### config.mk
export PLATFORM = sky130hd
export DESIGN_NAME = fifo_v4
export DESIGN_NICKNAME = d
export VERILOG_FILES = /design/src/rtl/fifo_v4.sv
export SDC_FILE = /design/constraint.sdc
export NUM_CORES = 1
export LEC_CHECK = 0
export CORE_MARGIN = 2
export CORE_UTILIZATION = 23
export DETAILED_ROUTE_END_ITERATION = 7
export PLACE_DENSITY = 0.51
export SYNTH_ARGS = -nofsm -noshare
export SYNTH_HDL_FRONTEND = slang
export SYNTH_SLANG_ARGS = --single-unit
export TNS_END_PERCENT = 10
### constraint.sdc
create_clock -name clk_i -period 4.15 [get_ports clk_i]
set_input_delay 0.415 -clock clk_i [delete_from_list [all_inputs] [get_ports clk_i]]
set_output_delay 0.415 -clock clk_i [all_outputs]
set_load 0.01 [all_outputs]
### src/rtl/fifo_v4.sv
// fifo_v4: single-clock parametrised FIFO with occupancy count, programmable
// almost-full/almost-empty flags and overflow/underflow reporting.
// Optional macro FIFO_V4_STICKY_ERR_EN: sticky error flags cleared by err_clr_i.
module fifo_v4 #(
    parameter bit          FALL_THROUGH = 1'b0,
    parameter int unsigned DATA_WIDTH   = 32,
    parameter int unsigned DEPTH        = 8,
    parameter type         dtype        = logic [DATA_WIDTH-1:0],
    parameter int unsigned CNT_WIDTH    = $clog2(DEPTH + 1)
) (
    input  logic                 clk_i,
    input  logic                 rst_i,
    input  logic                 flush_i,
`ifdef FIFO_V4_STICKY_ERR_EN
    input  logic                 err_clr_i,
`endif
    input  dtype                 data_i,
    input  logic                 push_i,
    output dtype                 data_o,
    input  logic                 pop_i,
    output logic                 full_o,
    output logic                 empty_o,
    output logic [CNT_WIDTH-1:0] usage_o,
    input  logic [CNT_WIDTH-1:0] afull_thresh_i,
    input  logic [CNT_WIDTH-1:0] aempty_thresh_i,
    output logic                 afull_o,
    output logic                 aempty_o,
    output logic                 overflow_o,
    output logic                 underflow_o
);

    localparam int unsigned          PTR_WIDTH = (DEPTH > 1) ? $clog2(DEPTH) : 1;
    localparam logic [PTR_WIDTH-1:0] LAST_PTR  = PTR_WIDTH'(DEPTH - 1);
    localparam logic [CNT_WIDTH-1:0] FULL_CNT  = CNT_WIDTH'(DEPTH);

    generate
        if (DEPTH == 0 || DEPTH > 65536) begin : g_depth_check
            $error("fifo_v4: DEPTH must be in 1..65536");
        end
    endgenerate

    dtype                 mem [DEPTH];
    logic [PTR_WIDTH-1:0] rd_ptr;
    logic [PTR_WIDTH-1:0] wr_ptr;
    logic [CNT_WIDTH-1:0] count;

    logic cnt_zero;
    logic bypass_visible;
    logic bypass;
    logic pop_ok;
    logic push_ok;
    logic do_pop;
    logic do_push;
    logic overflow_event;
    logic underflow_event;

    // Wrap explicitly so non-power-of-two depths never index past DEPTH-1.
    function automatic logic [PTR_WIDTH-1:0] ptr_inc(input logic [PTR_WIDTH-1:0] p);
        return (p == LAST_PTR) ? '0 : p + PTR_WIDTH'(1);
    endfunction

    assign cnt_zero       = (count == '0);
    assign full_o         = (count == FULL_CNT);
    assign bypass_visible = FALL_THROUGH && cnt_zero && push_i;
    assign empty_o        = cnt_zero && !bypass_visible;
    assign bypass         = bypass_visible && pop_i;

    // When full, a same-cycle pop frees the head slot, which is where wr_ptr points.
    assign pop_ok  = pop_i && !empty_o;
    assign push_ok = push_i && (!full_o || pop_i);
    assign do_pop  = pop_ok && !bypass;
    assign do_push = push_ok && !bypass;

    assign overflow_event  = push_i && full_o && !pop_i && !flush_i;
    assign underflow_event = pop_i && empty_o && !flush_i;

    assign data_o   = bypass_visible ? data_i : mem[rd_ptr];
    assign usage_o  = count;
    assign afull_o  = (count >= afull_thresh_i);
    assign aempty_o = (count <= aempty_thresh_i);

    always_ff @(posedge clk_i) begin
        if (rst_i || flush_i) begin
            rd_ptr <= '0;
            wr_ptr <= '0;
            count  <= '0;
        end else begin
            if (do_pop) begin
                rd_ptr <= ptr_inc(rd_ptr);
            end
            if (do_push) begin
                wr_ptr <= ptr_inc(wr_ptr);
            end
            if (do_push && !do_pop) begin
                count <= count + CNT_WIDTH'(1);
            end else if (do_pop && !do_push) begin
                count <= count - CNT_WIDTH'(1);
            end
        end
    end

    always_ff @(posedge clk_i) begin
        if (do_push && !rst_i && !flush_i) begin
            mem[wr_ptr] <= data_i;
        end
    end

`ifdef FIFO_V4_STICKY_ERR_EN
    // A new event takes precedence over a same-cycle clear.
    always_ff @(posedge clk_i) begin
        if (rst_i) begin
            overflow_o  <= 1'b0;
            underflow_o <= 1'b0;
        end else begin
            if (overflow_event) begin
                overflow_o <= 1'b1;
            end else if (err_clr_i) begin
                overflow_o <= 1'b0;
            end
            if (underflow_event) begin
                underflow_o <= 1'b1;
            end else if (err_clr_i) begin
                underflow_o <= 1'b0;
            end
        end
    end
`else
    always_ff @(posedge clk_i) begin
        if (rst_i) begin
            overflow_o  <= 1'b0;
            underflow_o <= 1'b0;
        end else begin
            overflow_o  <= overflow_event;
            underflow_o <= underflow_event;
        end
    end
`endif

endmodule

[After elaboration in Yosys (flattened, before gate mapping)]
Memory sizes are Yosys's and may differ from the RTL's. A register that Yosys moved wholly into a read port is not among the register bits.
Cells that the tools add are included.
Word-level totals
  register bits: 12
  latch bits: 0
  memory bits (writable): 256
  memory bits (read-only): 0
  output and inout bits: 42
  logic and storage cells: 45
  memories: 1
Memories
  mem: words 8, width 32, read ports 1, clocked after Yosys merged registers in 1, write ports 1, RTL line 42  | dtype mem [DEPTH];
Operators by class
  $add $sub $neg: 4
  multiply operators: 0
  divide/modulo/power cells: 0
  $lt $le $gt $ge: 2
  equal/unequal tests: 3
  shifts and indexed selects: 0
  multiplexer cells: 8
  bitwise logic cells: 0
  reductions and logical operators: 22
Operators with widths (number)
  $mux W3: 4
  $logic_and A1 B1 Y1: 11
  $mux W4: 2
  $logic_not A1 Y1: 7
  $add A3 B1 Y3 const B: 2
  $eq A3 B3 Y1 const B: 2
  $add A4 B1 Y4 const B: 1
  $eq A4 B4 Y1 const B: 1
  $ge A4 B4 Y1: 1
  $le A4 B4 Y1: 1
  $logic_not A4 Y1: 1
  $sub A4 B1 Y4 const B: 1
  $logic_or A1 B1 Y1: 2
  $mux W1: 2
  $reduce_bool A2 Y1: 1

[Logic depth before layout (Yosys ltp)]
  depth after elaboration: 8
  mapped depth: 10
  mapped depth without buffers: 10

[Worst setup path before layout]
No wires, ideal clock.
  kind: reg-to-reg
  start point: register count[1], in the netlist usage_o[1]
  end point: memory mem[0][0] in the netlist's numbering (enable)
  library setup time: 461 ps
  arrival time: 3438 ps
  required time: 3689 ps
  path slack: 251 ps
  stages on the path, launching flop included: 5
  buffers on the path: 0
  period minus slack after synthesis: 3899 ps
  cells stage by stage: dfxtp_1 or4b_4 o21ai_4 or3_4 nor3_1
On the way
  longest elaborated chain between the ends: 8
RTL lines
  start: declaration: RTL line 45  | logic [CNT_WIDTH-1:0] count;
  start signal: assignment: RTL line 95  | count <= count + CNT_WIDTH'(1);
  start signal: assignment: RTL line 97  | count <= count - CNT_WIDTH'(1);
  $eq A4 B4 Y1: RTL line 63  | assign full_o = (count == FULL_CNT);
  $logic_not A1 Y1: RTL line 70  | assign push_ok = push_i && (!full_o || pop_i);
  $logic_or A1 B1 Y1: RTL line 70
  $logic_and A1 B1 Y1: RTL line 70
  $logic_and A1 B1 Y1 (2 in a row): RTL line 103  | if (do_push && !rst_i && !flush_i) begin
  $mux W1: RTL line 103
  $mux W1 (not written as such): RTL line 104  | mem[wr_ptr] <= data_i;
  end: declaration: RTL line 42
Every way passes these cells.

==> implementation parameters <==
Parameter                              Value

Timing
  Final-layout setup total negative slack    0 ns
  Top achievable clock speed    a little under 300 MHz
  Max-Slew Margin vs Limit    0.5018
  Actual slew at the worst max-slew pin    0.7474 ns
  Clk_skew    between 0.015 and 0.02 ns
  Count of final setup violators    0
  Final hold violation count    0
  Share of the clock period used by the worst path after layout    0.8231
  Final-report max-slew violation count    0
  Min Tclk post-route    roughly 3.4 ns
  RSZ-0062 raised after global routing    false

Status
  Result of the run    finished, final reports clean

Min path
  Hold Crit Depth    2
  Classification of the worst-slack hold path    reg2reg
  Hold EP    wr_ptr[0]$_SDFFE_PP0P_
  Hold wc startpoint    wr_ptr[0]$_SDFFE_PP0P_

Layout
  Final design area excluding fillers    between 0.01 and 0.015 mm2
  Final standard cell count with taps included and fillers excluded    1213
  Area delta synth->final    24.78%
  Antenna diode count    0
  Leading cell type in the layout, fill and taps excluded    sky130_fd_sc_hd__edfxtp_1
  Fraction of layout instances using a drive strength above 1    0.2659
  Layout fillers    4525
  Most frequent cells in the layout    sky130_fd_sc_hd__edfxtp_1, sky130_fd_sc_hd__clkdlybuf4s50_1, sky130_fd_sc_hd__mux4_2
  Final nets    between 600 and 700

Pwr
  VDD IR max    between 200 and 300 uV
  Total power per unit cell area    ~450 mW/mm2
  Lkg Pwr    approximately 4.2 nW

Route
  Final WL    roughly 23000 um
  First-pass iteration count of the detailed router    4
  Vias post-DR    about 5000
  # DRC    0
  Wire per inst    about 19 um
  Initial DRC count    between 200 and 300
  Mean number of vias per cell    approximately 4
  Post-detailed-route count of antenna-violating nets    0

Clock network
  Resized cells post-CTS    0
  Hold Buf Count CTS    0
  H-tree lvl count    1
  Root buf cell    sky130_fd_sc_hd__clkbuf_16
  Number of buffers added by the clock tree synthesis step    29
  Buffers inserted by post-CTS timing repair    0
  Clock latency on the worst-skew pair    between 0.5 and 0.6 ns
  Clock-pin slew of the registers on the worst-case setup and hold paths    0.06 ns
  CTS tree    built
  Maximum number of buffers from clock root to sink    3
  CTS sink count    271

Run
  Maxcap violations    0

Placed design
  Placed standard-cell area    0.01233 mm2
  Post-placement cell count    1160
  # port buffers    between 80 and 90
  Gpl congestion    around 0.65
  HPWL Detailed    13910 um

Floorplan
  Chip Height    219.1 um
  Effective utilization at floorplan    0.2339
  Cell Rows    slightly below 80
  Total I/O pin count    slightly below 90
  Die area    between 0.04 and 0.05 mm2
  Die outline width    approximately 220 um
  Placeable core region    between 0.04 and 0.05 mm2

Worst setup path
  Register-to-Register Path Depth    10
  Critical Path End Type    output pin
  CP delay by family, top    multiplexers
  Data required time at the worst endpoint    about 3.7 ns
  Data arrival time of the worst path    3.00 ns
  Nature of the critical path startpoint    flip-flop
  CP max stage cell    sky130_fd_sc_hd__dfxtp_4
  Maximum fanout encountered on the critical timing path    31
  Bufs and invs on worst path    2
  Reg2Reg Setup Slack    1.37 ns
  WS Path Type    reg2out
  Launching point of the worst reg2reg path    usage_o[0]$_SDFFE_PP0P_
  Cell chain of the critical path    buf_12 > mux4_1 > mux2_2 > clkdlybuf4s50_1
  Peak per-stage delay on the critical path    between 0.7 and 0.8 ns
  Reg2reg end    usage_o[3]$_SDFFE_PP0P_

Synth
  YS warnings    0
  Number of different library cells in the post-synthesis netlist    between 40 and 50
  Number of storage elements in the synthesis netlist    271
  EDFF count, synth    between 200 and 300
  Avg Cell Area, Syn    22.40 um2
  Proportion of synthesized chip area in sequential cells    0.7509
  Synthesized area    approximately 0.011 mm2
  Async set or reset register ratio after synthesis    0
  Post-synth top flop    sky130_fd_sc_hd__edfxtp_1
  Number of nets produced by synthesis    536
  Syn Inst Count    ~480

Global route
  First-pass GRT wire length    around 34000 um
  Total grt overflow    0
  Vias in the first global route    ~5400
  Total track usage    0.09538
  Number of antenna violations at the first check in global routing    0
  Pin count of the biggest net entering global routing    between 40 and 50
## stage by stage
stage / power, mW / worst slack, ns / utilization / hold WS [ns]
floorplan: 3.308 / 0.2514 / - / 0.4829
global placement: 3.503 / 1.142 / 0.2710 / 0.5075
detailed placement: 3.506 / 1.114 / 0.2710 / 0.5173
CTS: 6.101 / 0.6316 / 0.2919 / 0.5169
global route: 6.239 / 0.5623 / 0.2919 / 0.5426
finish: 5.999 / 0.7342 / 0.2919 / 0.5193
## flip-flops by register name (all words and copies together) (netlist names), named ones only
| register | flops |
|---|---|
| mem | 256 |
| overflow_o | 1 |
| rd_ptr | 3 |
| underflow_o | 1 |
| usage_o | 4 |
| wr_ptr | 3 |
## area by class of cell
| type | count | area (um2) | share of cell area |
|---|---|---|---|
| clock buffer | 35 | 748.2 | 0.05637 |
| clock inverter | 18 | 200.2 | 0.01508 |
| inverter | 10 | 37.54 | 0.002828 |
| multi-input combinational | 174 | 2525 | 0.1902 |
| sequential | 271 | 7996 | 0.6024 |
| tap | 600 | 750.7 | 0.05656 |
| timing repair buffer | 105 | 1016 | 0.07654 |
## layer usage
metal,GRT usage,share of wire
met1,0.1220,0.44
met5,0,0
met2,0.1649,0.50
met4,0.02072,0.015
met3,0.02134,0.045
## worst max path at each step
stage	endpoint	slack [ns]	cells past startpoint
floorplan	mem[0][0]$_DFFE_PP_	0.25	4
global placement	mem[2][10]$_DFFE_PP_	1.14	5
detailed placement	mem[2][10]$_DFFE_PP_	1.11	5
CTS	data_o[28]	0.63	4
global route	data_o[28]	0.56	4
finish	data_o[28]	0.73	4
## worst register-to-register path, stage by stage, from the launching register on
cell and delay [ns]:
sky130_fd_sc_hd__dfxtp_1 0.47, sky130_fd_sc_hd__or4b_4 0.64, sky130_fd_sc_hd__o21ai_4 0.23, sky130_fd_sc_hd__inv_2 0.09
sky130_fd_sc_hd__ha_1 0.20, sky130_fd_sc_hd__inv_1 0.13, sky130_fd_sc_hd__ha_1 0.29, sky130_fd_sc_hd__a21oi_1 0.18
sky130_fd_sc_hd__a211o_1 0.16, sky130_fd_sc_hd__a211oi_1 0.06, sky130_fd_sc_hd__a31o_2 0.21
## kinds of logic after synthesis
group           after synthesis  share of synthesized area
compound gates               17                    0.01329
fa+ha+maj                    16                    0.01952
buf+inv                      30                    0.01694
simple gates                 40                    0.01988
mux                          99                     0.1778
flops                       271                     0.7509
xor+xnor                      2                   0.001647
## synth_stat cells, drive strengths merged (5+ instances only)
cell type,count,area (um2)
a21oi,6,30.03
buf,15,123.9
clkbuf,5,18.77
dfxtp,15,300.3
edfxtp,256,7687
ha,15,187.7
inv,10,37.53
mux2,32,360.4
mux4,64,1501
nand2,6,22.52
nor2,15,56.30
## power breakdown
| part | switching, mW | leakage [nW] | total [mW] | internal (mW) |
|---|---|---|---|---|
| Sequential | 0.0294 | 2.43 | 3.04 | 3.01 |
| Combinational | 0.175 | 1.28 | 0.396 | 0.221 |
| Clock | 1.03 | 0.466 | 2.56 | 1.53 |
Power figures use the tool's default switching activity.
